$ cat config.mk
export PLATFORM = sky130hd
export DESIGN_NAME = uart_tx_serializer
export DESIGN_NICKNAME = d
export VERILOG_FILES = /design/src/rtl/uart_tx_serializer.sv
export SDC_FILE = /design/constraint.sdc
export NUM_CORES = 1
export LEC_CHECK = 0
export CAP_MARGIN = 20
export CORE_MARGIN = 2
export CORE_UTILIZATION = 35
export CTS_CLUSTER_SIZE = 10
export DETAILED_ROUTE_END_ITERATION = 10
export HOLD_SLACK_MARGIN = 0.08
export SLEW_MARGIN = 25
export SYNTH_ARGS = -nofsm -noshare
export SYNTH_HDL_FRONTEND = slang
export SYNTH_SLANG_ARGS = --single-unit
$ cat constraint.sdc
create_clock -name clk -period 2.25 [get_ports clk]
set_input_delay 0.675 -clock clk [delete_from_list [all_inputs] [get_ports clk]]
set_output_delay 0.675 -clock clk [all_outputs]
set_load 0.005 [all_outputs]
$ cat src/rtl/uart_tx_serializer.sv
// 8N1 UART transmitter: one-byte holding register feeding an LSB-first shifter
// with a per-frame latched bit-period divisor.
module uart_tx_serializer #(
  parameter int unsigned PREDIV_W  = 8,
  parameter int unsigned STOP_BITS = 1
) (
  input  logic                clk,
  input  logic                reset,
  input  logic [7:0]          in_data,
  input  logic                in_valid,
  output logic                in_ready,
  input  logic [PREDIV_W-1:0] prediv,
  input  logic                tx_enable,
  output logic                tx,
  output logic                busy
);

  localparam int unsigned DATA_W    = 8;
  localparam int unsigned IDX_W     = 3;
  localparam logic        STOP_LAST = (STOP_BITS == 2);

  typedef enum logic [1:0] {IDLE, START, DATA, STOP} state_t;

  state_t              state_q, state_d;
  logic [DATA_W-1:0]   hold_q, hold_d;
  logic [DATA_W-1:0]   shift_q, shift_d;
  logic                hold_valid_q, hold_valid_d;
  logic [PREDIV_W-1:0] div_q, div_d;
  logic [PREDIV_W-1:0] cnt_q, cnt_d;
  logic [IDX_W-1:0]    idx_q, idx_d;
  logic                stop_q, stop_d;
  logic                tx_q, tx_d;
  logic                bit_end;
  logic                load_ok;
  logic                load;

  assign in_ready = !hold_valid_q;
  assign busy     = (state_q != IDLE) | hold_valid_q;
  assign tx       = tx_q;
  assign bit_end  = (cnt_q == '0);
  assign load_ok  = hold_valid_q & tx_enable;

  // Next-state and datapath; load moves the held byte into the shifter and starts a frame
  always_comb begin
    state_d      = state_q;
    hold_d       = hold_q;
    shift_d      = shift_q;
    hold_valid_d = hold_valid_q;
    div_d        = div_q;
    cnt_d        = cnt_q;
    idx_d        = idx_q;
    stop_d       = stop_q;
    tx_d         = tx_q;
    load         = 1'b0;

    if (in_valid && !hold_valid_q) begin
      hold_d       = in_data;
      hold_valid_d = 1'b1;
    end

    case (state_q)
      IDLE: begin
        tx_d = 1'b1;
        if (load_ok) load = 1'b1;
      end
      START: begin
        if (bit_end) begin
          tx_d    = shift_q[0];
          idx_d   = '0;
          cnt_d   = div_q;
          state_d = DATA;
        end else begin
          cnt_d = cnt_q - PREDIV_W'(1);
        end
      end
      DATA: begin
        if (bit_end) begin
          cnt_d = div_q;
          if (idx_q == IDX_W'(7)) begin
            tx_d    = 1'b1;
            stop_d  = 1'b0;
            state_d = STOP;
          end else begin
            shift_d = shift_q >> 1;
            tx_d    = shift_q[1];
            idx_d   = idx_q + IDX_W'(1);
          end
        end else begin
          cnt_d = cnt_q - PREDIV_W'(1);
        end
      end
      STOP: begin
        tx_d = 1'b1;
        if (bit_end) begin
          if (stop_q == STOP_LAST) begin
            if (load_ok) load = 1'b1;
            else         state_d = IDLE;
          end else begin
            stop_d = 1'b1;
            cnt_d  = div_q;
          end
        end else begin
          cnt_d = cnt_q - PREDIV_W'(1);
        end
      end
      default: state_d = IDLE;
    endcase

    if (load) begin
      shift_d      = hold_q;
      hold_valid_d = 1'b0;
      div_d        = prediv;
      cnt_d        = prediv;
      tx_d         = 1'b0;
      state_d      = START;
    end
  end

  always_ff @(posedge clk) begin
    if (reset) begin
      state_q      <= IDLE;
      hold_q       <= '0;
      shift_q      <= '0;
      hold_valid_q <= 1'b0;
      div_q        <= '0;
      cnt_q        <= '0;
      idx_q        <= '0;
      stop_q       <= 1'b0;
      tx_q         <= 1'b1;
    end else begin
      state_q      <= state_d;
      hold_q       <= hold_d;
      shift_q      <= shift_d;
      hold_valid_q <= hold_valid_d;
      div_q        <= div_d;
      cnt_q        <= cnt_d;
      idx_q        <= idx_d;
      stop_q       <= stop_d;
      tx_q         <= tx_d;
    end
  end

endmodule

==> impl_summary.md, run 1 <==
Setup path
The category of the most critical setup path is reg2out. At the worst endpoint, the required time is approximately 1600 ps. The launching element type of the critical path is a register. The endpoint identified for the worst register-to-register timing path is cnt_q[2].

The startpoint of the most critical register-to-register path is cnt_q[0]. The most critical setup path has its endpoint at busy. Of all nets on the critical path, the largest fanout is 5. The depth of the most critical reg-to-reg path is 7.

The worst setup path is captured at an output pin. Tracing the worst setup path back leads to its startpoint at state_q[0]. In this run the register-to-register setup slack is approximately 310 ps. The data arrival time of the worst path is ~1500 ps.

Floorplan
Measured along the x axis, the die boundary spans 80.9 µm. The total die area is 6540 µm². In this run the vertical extent of the chip is 80.9 µm. For this configuration, the core starts out at a cell density of a little over a third. The number of rows created at floorplan is 28.

In this run the standard cell core region covers 5820 µm². During I/O placement, the number of pins put on the boundary was 23.

STA
The final period demand of the worst path is 2150 ps. Setup violations remaining at the end of the flow were counted as 0. The final-report max-slew violation count is 0. Setup repair after global routing left no endpoint under its margin.

On the final layout, the worst hold slack is 460 ps. The achievable frequency is around 460 MHz. Between clock sinks in the finished design, the worst skew comes to between 7 and 8 ps.

The final period utilization is 95.7%. For the pin with the worst max-slew slack, the measured transition is 344 ps. For the final routed database, the setup TNS stands at 0 ps. The worst-case headroom to the max-slew limit is 77.0%. The number of endpoints with negative hold slack in the final report is 0.

Detailed routing
The detailed router finished its first iteration with 88 violations. The remaining routing DRC violations is 0. After detailed routing, the average wire length per cell comes to 14.3 µm.

Wires add up to 4930 µm. The detailed-routing iteration count for the pre-antenna-repair pass is 4. Dividing the detail-routed via count by the number of cells gives 5.40. The overall via count from detail_route is 1868. Once detail routing completed, the nets flagged for antenna violations numbered 0.

Yosys
After synthesis, flip-flops and latches occupy a little under two fifths of the total area. Of all cell types, the one taking the most synthesized area is dfxtp_1. In the post-synthesis netlist, the biggest area contributors are dfxtp_1, mux2i_1, a21oi_1, ha_1, nor2_1. The count of unique library cells instantiated by Yosys is 47. The fraction of registers with async set/reset is 0%. The number of synthesized register bits is 39. The combined area of all synthesized cells is 2070 µm². In this run the biggest area consumer among cell types represents 37.7% of the synthesized area.

The number of synthesized flops with an enable pin is 0. The count of warnings emitted by yosys is 0. A synthesized cell averages 8.55 µm².

Synthesis produced a netlist whose cell count is ~240. The number of nets produced by synthesis is 270. The most used flip-flop cell after synthesis is dfxtp_1.

Run status
The run finished with clean final reports.

Layout
The area used by sequential logic in the layout is 786 µm². The multi-input combinational cells in the finished layout cover a total of 1170 µm². The number of antenna diodes in the final layout is 0. After filler insertion, the fill cell instance count of the layout stands at 615. The layout overhead on the synthesized area is 22.2%.

After routing the design area is 2530 µm². The net total in the final layout is ~300. The proportion of layout cells with a drive suffix above 1 is 14.0%.

Clock network
The total number of clock tree sinks is 39. The maximum number of buffers from clock root to sink is 2. Clock tree synthesis selected as its root buffer the cell clkbuf_8.

For the worst-skew pair, the clock arrives at the later sink with an insertion delay of roughly 300 ps. TritonCTS created 5 clock buffers. The CTS clock-pin slew for the worst setup and hold paths is 80 ps. The number of buffers inserted for hold repair after clock tree synthesis is 0.

In this run the number of H-tree levels came out at 2. The clock tree from TritonCTS is yes.

Global routing
The initial antenna violation count is 0. The maximum number of pins on one net before global-route repair is 30. The number of global-route vias before repair is 1735.

The wire length of the first global-routing pass is 8140 µm. Across every metal layer, demand over resource in global routing totals between 10% and 20%. The residual overflow from global routing is 0.

Run
The max-capacitance violation count is 0.

Pwr
The worst-case IR drop observed on VDD is 0.406 mV. The power per unit of standard cell area is 1190 nW/µm². In this run the static leakage power is 0.954 nW.

Min path
The class of the worst hold path is reg2reg.

Placed design
During placement, the flow inserted port buffers numbering 22. The placed cell area is between 2000 and 2500 µm². The congestion estimate from routability-driven global placement came to 0.838. After legalization and detailed placement, the total HPWL measured 3550 µm.
==> where the power goes <==
group | switching, mW | total [mW] | leakage, nW | internal [mW]
clock | 0.271 | 0.492 | 0.0408 | 0.222
combinational | 0.891 | 1.58 | 0.593 | 0.685
sequential | 0.123 | 0.942 | 0.320 | 0.818
total | 1.29 | 3.01 | 0.954 | 1.72
==> cells in the final DEF, fill, tap and decap left out, types with 2 or more instances in the layout <==
cell and n:
clkinvlp_4 2, a31oi_1 4, nand3_1 11, nand2_1 13, clkbuf_8 5, nand2b_1 2
nor2_1 22, or2_2 2, o22ai_1 4, nor3b_1 3, a21oi_1 23, o32ai_1 6
nor3_1 5, nand4_1 5, a311oi_1 2, ha_1 7, o221ai_1 2, inv_1 11
o211ai_1 2, nor2b_1 3, clkdlybuf4s50_1 22, o21ai_0 13, o31ai_1 8, mux2i_1 16
dfxtp_1 37, buf_4 16
==> Yosys cell counts (2+ instances only) <==
cell type and count:
a21oi_1 23, a311oi_1 2, a31oi_1 5, buf_4 2, clkbuf_1 12, dfxtp_1 39, ha_1 8, inv_1 11
mux2i_1 16, nand2_1 13, nand2b_1 2, nand3_1 11, nand4_1 5, nor2_1 22, nor2b_1 3, nor3_1 5
nor3b_1 3, o211ai_1 2, o21ai_0 13, o221ai_1 2, o22ai_1 4, o31ai_1 8, o32ai_1 6, or2_2 2
==> metal layers <==
layer / GRT usage, % / routed length, µm / part of all wire, % / up-vias
li1: - / - / - / 940
met1: 20.8 / 2390 / 48 / 892
met2: 25.8 / 2310 / 47 / 30
met3: 2.78 / 155 / 3.1 / 6
met4: 6.95 / 79 / 1.6 / 0
met5: 0 / 0 / 0 / -
==> worst min path at each step <==
stage	slack (ps)	start	cells after the start	end
after global routing	490	hold_q[7]	2	shift_q[7]
after detailed placement	450	idx_q[1]	2	idx_q[1]
after floorplan	440	idx_q[1]	2	idx_q[1]
after global placement	450	idx_q[2]	2	idx_q[2]
after CTS	460	idx_q[1]	2	idx_q[1]
final	460	idx_q[2]	2	idx_q[2]
==> logic make-up after synthesis <==
| logic type | count (synthesis) | share of synthesized area, % |
|---|---|---|
| and+or+nand+nor | 76 | 20.4 |
| AOI/OAI and AO/OA | 73 | 22.4 |
| DFF | 39 | 37.7 |
| buffers and inverters | 28 | 5.92 |
| muxes | 17 | 8.28 |
| adders and majority gates | 8 | 4.84 |
| xor gates and xnor gates | 1 | 0.423 |
==> area by class of cell <==
type	instances	area share, %
multi-input cells	175	46.5
flip-flops and latches	39	31.1
repair buffers	38	13.5
well taps	75	3.71
clock buffers	5	2.72
inverters	11	1.63
clock inverters	3	0.940
==> worst max-delay path, cell delays in order, from the launching register on <==
cell,delay (ps)
dfxtp_4,370
inv_1,60
ha_2,200
nand2_1,60
clkdlybuf4s50_1,490
==> metrics by stage <==
step	util, %	std cells	setup slack [ps]	power, mW
after floorplan	-	242	428	2.10
after global placement	41.7	338	99.8	2.48
after detailed placement	41.7	338	58.0	2.49
after CTS	43.3	346	26.0	2.99
after global routing	43.5	346	29.1	3.23
final	43.5	346	96.1	3.01
==> flip-flops by register name (all words and copies together), names as in the netlist <==
signal        count
cnt_q             8
div_q             8
hold_q            8
hold_valid_q      1
idx_q             3
shift_q           8
state_q           2
tx                1
==> what timing repair did <==
| item | CTS | global route |
|---|---|---|
| setup endpoints to repair | 1 | 2 |
| resized for setup | 2 | 3 |
| buffers inserted | 0 | 0 |
Note: power is estimated with default switching activity, not from simulation.
==> inputs of run 2 (changes only) <==
--- a/config.mk
+++ b/config.mk
@@ -5,7 +5,7 @@
 export SDC_FILE = /design/constraint.sdc
 export NUM_CORES = 1
 export LEC_CHECK = 0
-export CAP_MARGIN = 20
+export CAP_MARGIN = 30
 export CORE_MARGIN = 2
 export CORE_UTILIZATION = 35
 export CTS_CLUSTER_SIZE = 10
==> results of run 2 <==
The final DEF is identical to that of run 1; final timing and power are the same.
==> inputs of run 3 (changes only) <==
--- a/config.mk
+++ b/config.mk
@@ -5,12 +5,15 @@
 export SDC_FILE = /design/constraint.sdc
 export NUM_CORES = 1
 export LEC_CHECK = 0
-export CAP_MARGIN = 30
+export CAP_MARGIN = 20
+export CELL_PAD_IN_SITES_DETAIL_PLACEMENT = 1
+export CELL_PAD_IN_SITES_GLOBAL_PLACEMENT = 1
 export CORE_MARGIN = 2
 export CORE_UTILIZATION = 35
 export CTS_CLUSTER_SIZE = 10
 export DETAILED_ROUTE_END_ITERATION = 10
 export HOLD_SLACK_MARGIN = 0.08
+export PLACE_DENSITY_LB_ADDON = 0.1
 export SLEW_MARGIN = 25
 export SYNTH_ARGS = -nofsm -noshare
 export SYNTH_HDL_FRONTEND = slang
==> run 3 against run 2 <==
  * Global-route usage rose by 2.9 points
  * Wire length rose by 13%
  * Flip-flop and latch count did not move
  * Final area rose by 1.5%
  * Critical endpoint unchanged
  * Largest cell class unchanged
  * Largest power group unchanged
==> impl_summary.md, run 3 (synthesis results as in run 1) <==
Floorplan
Once the floorplan was initialized, standard cells occupied 35.6% of the core. Measured along the x axis, the die boundary spans 80.9 µm. The die covers approximately 6500 µm². The floorplan has 28 rows. The number of top-level pins is 23. The placeable core region is 5820 µm². The height of the chip is 80.9 µm.

Setup path
The startpoint of the most critical register-to-register path is cnt_q[0]. The worst register-to-register path has a setup slack of 290 ps. The end of the worst register-to-register path is cnt_q[4].

The critical path is of the reg2out type. STA classifies the critical path endpoint as an output pin. For the worst setup path, the data required time is ~1600 ps. The depth of the most critical reg-to-reg path is 7. Tracing the worst setup path back leads to its startpoint at state_q[0]. STA classifies the critical path startpoint as a register. For the worst setup path, the data arrival time is 1490 ps.

The highest net fanout along the worst path is 5.

Global routing
The maximum number of pins on one net before global-route repair is 30. The initial antenna violation count is 0. The total overflow left after global routing is 0. The first global-routing pass estimated 9470 µm of wire. The number of global-route vias before repair is between 1500 and 2000.

The global-route total usage across every layer is 18.8%.

Detailed routing
In the detailed route, the total length drawn on met2 is 2510 µm. The detailed-routing iteration count for the pre-antenna-repair pass is 4. The highest metal layer with signal wires is met4. The wire length after detailed routing is 5560 µm.

Across all layers, the routed design uses around 1900 vias. The remaining routing DRC violations is 0. The total length of routed met3 wires is about 150 µm. After detailed routing, the number of vias per cell comes to 5.34. Dividing the detail-routed wire length by the instance count gives ~16 µm. The detailed router's first-iteration violation count is 55. The routed metal-1 wire length is roughly 2800 µm. The count of nets left with antenna violations once routing finished came out at 0.

STA
The number of endpoints with negative hold slack in the final report was 0. The final number of setup-violating endpoints is 0. At the pin with the least slew margin, the transition time is 434 ps.

Counting I/O delays and the setup requirement, the final critical path takes 2160 ps. The worst pin sits at a relative slew slack of between 70% and 80%. The final-report max-slew violation count is 0. Setup repair after global routing left no endpoint under its margin. Dividing the final minimum period by the clock period gives 96.1%.

Clock skew on the completed layout was measured at 7.59 ps. After routing, the total negative slack on setup checks comes to 0 ps. The achievable frequency is 463 MHz.

Clock network
Clock latency on the worst-skew pair, taken at its later pin, is 300 ps. The post-CTS repair timing setup buffer count is 0. After clock tree synthesis, the flow added hold-fix buffers numbering 0. The clock tree from TritonCTS is yes. TritonCTS created 5 clock buffers.

The maximum number of buffers from clock root to sink is 2. The tree is rooted in a clkbuf_8. The number of H-tree branching levels is 2. The total number of clock tree sinks is 39.

After clock tree synthesis, the clock-pin slew on the worst setup and hold paths is around 80 ps.

Layout
After filler insertion, the fill cell instance count of the layout stands at 717. Leaving out fill and tap cells, the most frequent cell in the layout is dfxtp_1. The layout overhead on the synthesized area is 24.1%. 0 antenna diodes ended up in the layout. The net total in the final layout is ~300. The proportion of layout cells with a drive suffix above 1 is 15.3%.

For this run, the share of the core covered by cells in the final layout is 44.1%. In the layout the commonest cells are dfxtp_1, a21oi_1, nor2_1, clkdlybuf4s50_1, buf_4.

Pwr
Dividing total power by cell area gives a power density of 1210 nW/µm². The total power is 3.11 mW. For this design the static power due to leakage is 0.978 nW.

Across the VDD grid, the largest voltage drop is 0.377 mV.

Min path
The worst hold path terminates at idx_q[1]. The count of cells along the worst hold path is 2. The path class of the tightest hold or removal check is reg2reg. The hold path startpoint is idx_q[1].

Run status
The flow ran to the end, and the final reports show no timing, DRC or antenna violations.

Placed design
The detailed placer's ending HPWL is ~4100 µm. In this run the tool buffered the top-level ports with 22 buffer cells. At the end of routability-driven placement, the weighted congestion stood at 0.757.

Run
The max-capacitance violation count is 0.
==> run 3: changes by cell type in the layout (fill, tap and decap cells not counted), sizes merged <==
cell	previous run	this run
inv	12	11
buf	16	20
clkinv	0	1
==> run 3: stage by stage <==
stage,worst slack (ps),std cells,area (µm²),hold slack [ps]
after global placement,103,342,2470,447
after CTS,15.1,350,2560,467
final,88.1,350,2570,463
after floorplan,428,242,2070,436
after global routing,11.0,350,2570,487
after detailed placement,89.4,342,2470,457
==> run 3: metal layers <==
| metal | vias up | GRT usage [%] |
|---|---|---|
| li1 | 952 | - |
| met1 | 884 | 27.0 |
| met2 | 26 | 29.0 |
| met3 | 6 | 3.78 |
| met4 | 0 | 4.58 |
| met5 | - | 0 |
==> run 3: power breakdown <==
| part | switching, mW | internal [mW] |
|---|---|---|
| sequential | 0.124 | 0.818 |
| combinational | 0.942 | 0.749 |
| clock | 0.264 | 0.216 |
==> run 3: how the worst max path moves through the flow <==
stage,endpoint,slack [ps],depth (start not counted)
2_1_floorplan,cnt_q[2],430,6
3_3_place_gp,shift_q[1],100,6
3_5_place_dp,shift_q[3],90,6
4_1_cts,busy,20,4
5_1_grt,busy,10,4
6_report,busy,90,4
==> run 3: repair_timing <==
item / CTS / global route
pin swaps: 0 / 0
hold endpoints to repair: 0 / 0
resized for setup: 3 / 1
endpoints found under the setup margin: 1 / 1
==> run 3: cell type report <==
cell class	instances	area (µm²)	area share, %
repair buffers	42	383	14.9
clock buffers	5	68.8	2.68
flip-flops and latches	39	786	30.6
inverters	11	41.3	1.61
clock inverters	3	20.0	0.780
multi-input cells	175	1170	45.8
well taps	75	93.8	3.65
==> run 3: critical path: stages, from the launching register on <==
cell and delay (ps):
dfxtp_4 370, inv_1 60, ha_2 200, nand2_1 70, clkdlybuf4s50_1 490
